===== config.mk =====
export PLATFORM = sky130hd
export DESIGN_NAME = ederah_stream_sender
export DESIGN_NICKNAME = d
export VERILOG_FILES = /design/src/rtl/ederah_stream_sender.sv
export SDC_FILE = /design/constraint.sdc
export NUM_CORES = 2
export LEC_CHECK = 0
export BUFFER_PORTS_ARGS = -buffer_cell sky130_fd_sc_hd__buf_2
export CORE_AREA = 2 2 652 654
export CTS_BUF_LIST = sky130_fd_sc_hd__clkbuf_8
export DETAILED_ROUTE_END_ITERATION = 10
export DIE_AREA = 0 0 654 656
export SLEW_MARGIN = 20
export SYNTH_ARGS = -nofsm -noshare
export SYNTH_HDL_FRONTEND = slang
export SYNTH_SLANG_ARGS = --single-unit

===== constraint.sdc =====
create_clock -name data_clk -period 8.2 [get_ports data_clk]
set_input_delay 0.41 -clock data_clk [delete_from_list [all_inputs] [get_ports data_clk]]
set_output_delay 0.41 -clock data_clk [all_outputs]
set_load 0.1 [all_outputs]

===== src/rtl/ederah_stream_sender.sv =====
// Serializes an optional NFA segment followed by a query segment into one AXI4-Stream per start request.
// Optional feature macro: EDERAH_NFA_CACHE_EN skips the NFA segment when its hash matches the last one sent.
module ederah_stream_sender #(
  parameter int C_INPUTS_STREAM_TDATA_WIDTH = 512,
  parameter int C_BEAT_CNT_WIDTH            = 16
) (
  input  logic                                     data_clk,
  input  logic                                     data_rst,
  input  logic                                     start,
  input  logic [31:0]                              nfa_hash,
  input  logic [C_BEAT_CNT_WIDTH-1:0]              nfa_beats,
  input  logic [C_BEAT_CNT_WIDTH-1:0]              query_beats,
  output logic                                     busy,
  output logic                                     done,
  output logic                                     error,
  output logic                                     nfa_reloaded,
  input  logic                                     nfa_tvalid,
  output logic                                     nfa_tready,
  input  logic [C_INPUTS_STREAM_TDATA_WIDTH-1:0]   nfa_tdata,
  input  logic                                     qry_tvalid,
  output logic                                     qry_tready,
  input  logic [C_INPUTS_STREAM_TDATA_WIDTH-1:0]   qry_tdata,
  output logic                                     inputs_stream_tvalid,
  input  logic                                     inputs_stream_tready,
  output logic [C_INPUTS_STREAM_TDATA_WIDTH-1:0]   inputs_stream_tdata,
  output logic [C_INPUTS_STREAM_TDATA_WIDTH/8-1:0] inputs_stream_tkeep,
  output logic                                     inputs_stream_tlast
);

  localparam int DW = C_INPUTS_STREAM_TDATA_WIDTH;
  localparam int CW = C_BEAT_CNT_WIDTH;

  typedef enum logic [2:0] {IDLE, SEND_NFA, SEND_QUERY, DRAIN, FINISH} state_t;

  state_t          state_q;
  logic [CW-1:0]   cnt_q;
  logic [CW-1:0]   nfa_len_q;
  logic [CW-1:0]   qry_len_q;
  logic            busy_q;
  logic            done_q;
  logic            error_q;
  logic            reloaded_q;
  logic            nfa_rdy_q;
  logic            qry_rdy_q;

  logic            out_valid_q;
  logic [DW-1:0]   out_data_q;
  logic            out_last_q;
  logic            skid_valid_q;
  logic [DW-1:0]   skid_data_q;
  logic            skid_last_q;

  logic            reload_req;
  logic            reject;
  logic            nfa_acc;
  logic            qry_acc;
  logic            in_valid;
  logic [DW-1:0]   in_data;
  logic [CW-1:0]   seg_len;
  logic [CW-1:0]   cnt_inc;
  logic            seg_end;
  logic            out_acc;
  logic            out_free;
  logic            skid_valid_d;
  logic            space_next;

`ifdef EDERAH_NFA_CACHE_EN
  logic [31:0]     hash_q;
  logic [31:0]     last_hash_q;
  logic            hash_valid_q;

  assign reload_req = !hash_valid_q || (nfa_hash != last_hash_q);
`else
  logic            unused_hash;

  assign reload_req  = 1'b1;
  assign unused_hash = ^nfa_hash;
`endif

  assign reject   = (query_beats == '0) || (reload_req && (nfa_beats == '0));

  assign nfa_acc  = nfa_tvalid & nfa_rdy_q;
  assign qry_acc  = qry_tvalid & qry_rdy_q;
  assign in_valid = nfa_acc | qry_acc;
  assign in_data  = nfa_acc ? nfa_tdata : qry_tdata;
  assign seg_len  = (state_q == SEND_NFA) ? nfa_len_q : qry_len_q;
  assign cnt_inc  = cnt_q + CW'(1);
  assign seg_end  = (cnt_inc == seg_len);

  // Source ready is registered from the skid occupancy expected next cycle,
  // so it never combinationally depends on the downstream tready.
  assign out_acc      = out_valid_q & inputs_stream_tready;
  assign out_free     = !out_valid_q | out_acc;
  assign skid_valid_d = out_free ? 1'b0 : (skid_valid_q | in_valid);
  assign space_next   = ~skid_valid_d;

  always_ff @(posedge data_clk) begin
    if (data_rst) begin
      out_valid_q  <= 1'b0;
      out_data_q   <= '0;
      out_last_q   <= 1'b0;
      skid_valid_q <= 1'b0;
      skid_data_q  <= '0;
      skid_last_q  <= 1'b0;
    end else if (out_free) begin
      if (skid_valid_q) begin
        out_valid_q <= 1'b1;
        out_data_q  <= skid_data_q;
        out_last_q  <= skid_last_q;
      end else begin
        out_valid_q <= in_valid;
        if (in_valid) begin
          out_data_q <= in_data;
          out_last_q <= seg_end;
        end
      end
      skid_valid_q <= 1'b0;
    end else if (in_valid) begin
      skid_valid_q <= 1'b1;
      skid_data_q  <= in_data;
      skid_last_q  <= seg_end;
    end
  end

  always_ff @(posedge data_clk) begin
    if (data_rst) begin
      state_q      <= IDLE;
      cnt_q        <= '0;
      nfa_len_q    <= '0;
      qry_len_q    <= '0;
      busy_q       <= 1'b0;
      done_q       <= 1'b0;
      error_q      <= 1'b0;
      reloaded_q   <= 1'b0;
      nfa_rdy_q    <= 1'b0;
      qry_rdy_q    <= 1'b0;
`ifdef EDERAH_NFA_CACHE_EN
      hash_q       <= '0;
      last_hash_q  <= '0;
      hash_valid_q <= 1'b0;
`endif
    end else begin
      done_q    <= 1'b0;
      error_q   <= 1'b0;
      nfa_rdy_q <= 1'b0;
      qry_rdy_q <= 1'b0;
      case (state_q)
        IDLE: begin
          if (start) begin
            nfa_len_q  <= nfa_beats;
            qry_len_q  <= query_beats;
            cnt_q      <= '0;
            reloaded_q <= 1'b0;
            busy_q     <= 1'b1;
`ifdef EDERAH_NFA_CACHE_EN
            hash_q     <= nfa_hash;
`endif
            if (reject) begin
              state_q <= FINISH;
              done_q  <= 1'b1;
              error_q <= 1'b1;
            end else if (reload_req) begin
              state_q   <= SEND_NFA;
              nfa_rdy_q <= space_next;
            end else begin
              state_q   <= SEND_QUERY;
              qry_rdy_q <= space_next;
            end
          end
        end
        SEND_NFA: begin
          nfa_rdy_q <= space_next;
          if (nfa_acc) begin
            if (seg_end) begin
              cnt_q      <= '0;
              state_q    <= SEND_QUERY;
              nfa_rdy_q  <= 1'b0;
              qry_rdy_q  <= space_next;
              reloaded_q <= 1'b1;
`ifdef EDERAH_NFA_CACHE_EN
              last_hash_q  <= hash_q;
              hash_valid_q <= 1'b1;
`endif
            end else begin
              cnt_q <= cnt_inc;
            end
          end
        end
        SEND_QUERY: begin
          qry_rdy_q <= space_next;
          if (qry_acc) begin
            if (seg_end) begin
              cnt_q     <= '0;
              state_q   <= DRAIN;
              qry_rdy_q <= 1'b0;
            end else begin
              cnt_q <= cnt_inc;
            end
          end
        end
        DRAIN: begin
          if (!out_valid_q && !skid_valid_q) begin
            state_q <= FINISH;
            done_q  <= 1'b1;
          end
        end
        FINISH: begin
          state_q <= IDLE;
          busy_q  <= 1'b0;
        end
        default: state_q <= IDLE;
      endcase
    end
  end

  assign busy                 = busy_q;
  assign done                 = done_q;
  assign error                = error_q;
  assign nfa_reloaded         = reloaded_q;
  assign nfa_tready           = nfa_rdy_q;
  assign qry_tready           = qry_rdy_q;
  assign inputs_stream_tvalid = out_valid_q;
  assign inputs_stream_tdata  = out_data_q;
  assign inputs_stream_tlast  = out_last_q;
  assign inputs_stream_tkeep  = '1;

endmodule

==> results.py <==
metrics = {
    "die": {
        "fp.dieArea_mm2": 0.429,
        "rows": 239,
        "die-height_um": 656,
        "initial_core_util": 0.113,
        "die_w_um": 654,
        "io_pins": 1678,
        "fp.coreArea_mm2": 0.422,
    },
    "timing": {
        "final.setup_skew_ns": 0.135,
        "final_max_slew_viol_count": 0,
        "setup_viol": 0,
        "relSlewSlack": 0.269,
        "rsz0062_at_grt": "false",
        "fin_crit_ns": 4.66,
        "post-route-period-util": 0.568,
        "max_slew.worst_pin.slew_ns": 1.10,
        "tns_ns": 0,
        "fmax_ghz": 0.215,
        "finalHoldViolCount": 0,
    },
    "hold_path": {
        "hp-start": "nfa_tdata[6]",
        "hold_end": "inputs_stream_tdata[6]$_SDFFE_PP0P_",
        "hold_depth": 7,
        "hold_path_class": "in2reg",
    },
    "job": {
        "cap_violations": 0,
    },
    "setup_path": {
        "crit_chain": "and2_4 -> buf_4 -> buf_4 -> buf_12 -> mux2i_1 -> dlygate4sd3_1 -> nor2_1 -> a21oi_1 -> nor2_1 -> a21oi_1 -> nor2_1",
        "regToRegStartpoint": "nfa_tready$_SDFF_PP0_",
        "worst_path_max_delay_cell": "dlygate4sd3_1",
        "worstSetupEndpointType": "flip-flop",
        "rr_worst_depth": 11,
        "worstPathArrival_ns": 5.52,
        "crit_required_ns": 9.06,
        "slowest_delay_ns": 0.60,
        "r2r_slack_ns": 3.54,
        "critPathKind": "reg2reg",
        "path_max_fanout": 100,
        "timing.rr.end": "inputs_stream_tdata[208]$_SDFFE_PP0P_",
        "cp_common_cell": "nor2_1",
        "crit_path_start_kind": "flip-flop",
    },
    "detailed_routing": {
        "postRouteAntennaNets": 0,
        "drc": 0,
        "finalWirelength_mm": 357,
        "post_drt_wl_per_cell_um": 24.6,
        "firstDrtPassIters": 8,
        "vias": 55923,
        "viasPerCell": 3.85,
        "initialDrtViolationCount": 5209,
    },
    "synth": {
        "synth_ff_type": "dfxtp_1",
        "synth_edf_count": 0,
        "syn-cell-area_mm2": 0.0478,
        "synth_cell_types": 54,
        "ys_ff_latch": 1085,
        "synth-seq-area-share": 0.454,
        "ys_warn_count": 0,
        "syn_area_per_cell_um2": 7.84,
        "synthArstFlopShare": 0,
        "synth_cells": 6099,
    },
    "clock_network": {
        "clk_pin_slew_ns": 0.06,
        "cts.path.max_buffers": 4,
        "ctsResizeCount": 0,
        "clkSinkCount": 1085,
        "cts_made_buffers": 208,
        "cts_tree": "done",
        "clock_latency_ns": 1.06,
        "cts_root_buf": "clkbuf_8",
        "h-tree-depth": 4,
    },
    "placement": {
        "port_buffers": 1581,
        "placed_area_mm2": 0.0613,
        "dp_hpwl_mm": 288,
        "place_congestion": 0.988,
        "dpl.cell_count": 12859,
    },
    "global_route": {
        "grt_pass1_vias": 49986,
        "grt_antenna_before_repair": 428,
        "grt_max_degree": 204,
        "grt_usage": 0.158,
        "grt_overflow_total": 0,
        "grt_pass1_wl_mm": 459,
    },
    "power_and_ir_drop": {
        "p_leak_uw": 0.0305,
        "vdd_drop_max_v": 0.000139,
        "powerDensity_mw_per_mm2": 195,
        "finalPower_uw": 15100,
    },
    "finish": {
        "layout.cells.non_filler": 14539,
        "fin_nets": 9610,
        "drive_gt1_frac": 0.226,
        "final_cell_area_mm2": 0.0772,
        "synthToLayoutAreaGrowth_pct": 61.6,
    },
    "outcome": {
        "run_status": "complete, no violations",
    },
}
[cells in the final DEF (no fill, tap or decap), drive strengths merged, types with 64 or more instances in the layout]
| cell | count |
|---|---|
| nor2 | 2072 |
| buf | 1636 |
| dlygate4sd3 | 1109 |
| dfxtp | 1085 |
| a21oi | 1067 |
| mux2i | 527 |
| a211oi | 515 |
| clkbuf | 261 |
| diode | 205 |
| nand2 | 98 |
| inv | 65 |
| conb | 64 |
[layer usage]
metal,track usage,vias to the layer above,share of wire
met5,0,-,0.0041
met4,0.0770,218,0.061
met3,0.0719,1147,0.11
met2,0.249,2749,0.44
met1,0.180,25945,0.38
li1,-,25864,-
[registers in the layout, summed over array words and instances (netlist names)]
| register | cells |
|---|---|
| busy | 1 |
| cnt_q | 16 |
| done | 1 |
| error | 1 |
| inputs_stream_tdata | 512 |
| inputs_stream_tlast | 1 |
| inputs_stream_tvalid | 1 |
| nfa_len_q | 16 |
| nfa_reloaded | 1 |
| nfa_tready | 1 |
| qry_len_q | 16 |
| qry_tready | 1 |
| skid_data_q | 512 |
| skid_last_q | 1 |
| skid_valid_q | 1 |
| state_q | 3 |
[final cells by class]
type,count,area (um2)
multi-input cells,4472,23800
diodes,205,513
fillers,47681,345000
clock buffers,261,3590
repair buffers,2745,19700
well taps,5663,7090
inverters,3,11.3
flip-flops and latches,1085,21700
clock inverters,105,754
[worst max-delay path, delay by kind of cell, from the launching register on]
family / cells / cell delay (ns)
buffers and inverters: 4 / 2.28
AND/OR/NAND/NOR: 4 / 0.69
flip-flops: 1 / 0.37
AO/OA/AOI/OAI: 2 / 0.31
multiplexers: 1 / 0.26
[logic make-up after synthesis]
kind of cell | synth area share
AO/OA/AOI/OAI | 0.198
XOR/XNOR | 0.00422
adder cells (fa/ha/maj) | 0.000262
buffers and inverters | 0.0529
flip-flops | 0.454
multiplexers | 0.111
other | 0.0000785
AND/OR/NAND/NOR | 0.179
[power by group]
group	switching [uW]	leakage, uW	internal, uW
sequential	117	0.00879	5460
clock	2700	0.00245	3120
combinational	2490	0.0192	1180
total	5310	0.0305	9760
[cells in the mapped netlist, drive strengths merged, types with 2 or more instances]
| cell | instances | area [um2] |
|---|---|---|
| or4 | 2 | 15.0 |
| nor2b | 9 | 56.3 |
| nor3b | 2 | 20.0 |
| buf | 169 | 892 |
| xnor2 | 10 | 87.6 |
| inv | 3 | 11.3 |
| o21ai | 14 | 70.1 |
| nand3 | 10 | 50.1 |
| a22oi | 2 | 15.0 |
| a211oi | 515 | 3870 |
| mux2i | 527 | 5280 |
| nand2b | 2 | 12.5 |
| o211ai | 2 | 15.0 |
| a22o | 2 | 17.5 |
| and3 | 2 | 12.5 |
| or2 | 3 | 18.8 |
| a21oi | 1067 | 5340 |
| dfxtp | 1085 | 21700 |
| clkbuf | 433 | 1630 |
| nand2 | 98 | 370 |
| and2 | 4 | 25.0 |
| mux2 | 2 | 22.5 |
| xor2 | 13 | 114 |
| o311ai | 2 | 17.5 |
| o2111a | 2 | 23.8 |
| o22ai | 2 | 12.5 |
| nor2 | 2072 | 7780 |
| o21a | 2 | 15.0 |
| nor3 | 8 | 45.0 |
| a31oi | 2 | 12.5 |
| nand4 | 7 | 43.8 |
| nor4 | 12 | 75.1 |
| and4 | 2 | 17.5 |
[worst max-delay path by stage]
stage	end	slack [ns]	cells past startpoint	startpoint
3_3_place_gp	inputs_stream_tdata[154]$_SDFFE_PP0P_	4.06	11	nfa_tvalid
2_1_floorplan	inputs_stream_tdata[475]$_SDFFE_PP0P_	5.14	10	nfa_tready$_SDFF_PP0_
6_report	inputs_stream_tdata[208]$_SDFFE_PP0P_	3.54	11	nfa_tready$_SDFF_PP0_
5_1_grt	inputs_stream_tdata[206]$_SDFFE_PP0P_	3.39	11	nfa_tready$_SDFF_PP0_
4_1_cts	skid_data_q[179]$_SDFFE_PP0P_	3.58	8	nfa_tready$_SDFF_PP0_
3_5_place_dp	inputs_stream_tdata[154]$_SDFFE_PP0P_	4.02	11	nfa_tvalid
[per-stage QoR]
step / utilization / worst slack, ns / hold WS (ns)
2_1_floorplan: - / 5.14 / 0.433
3_3_place_gp: 0.145 / 4.06 / 0.453
3_5_place_dp: 0.145 / 4.02 / 0.453
4_1_cts: 0.182 / 3.58 / 0.00221
5_1_grt: 0.182 / 3.39 / 0.0748
6_report: 0.183 / 3.54 / 0.153
[what timing repair did]
action,in CTS,in global routing
endpoints found under the hold margin,1058,0
setup buffers,0,0
endpoints found under the setup margin,0,0
hold buffers,1109,0
No activity file was read; power rests on OpenSTA's default activity.
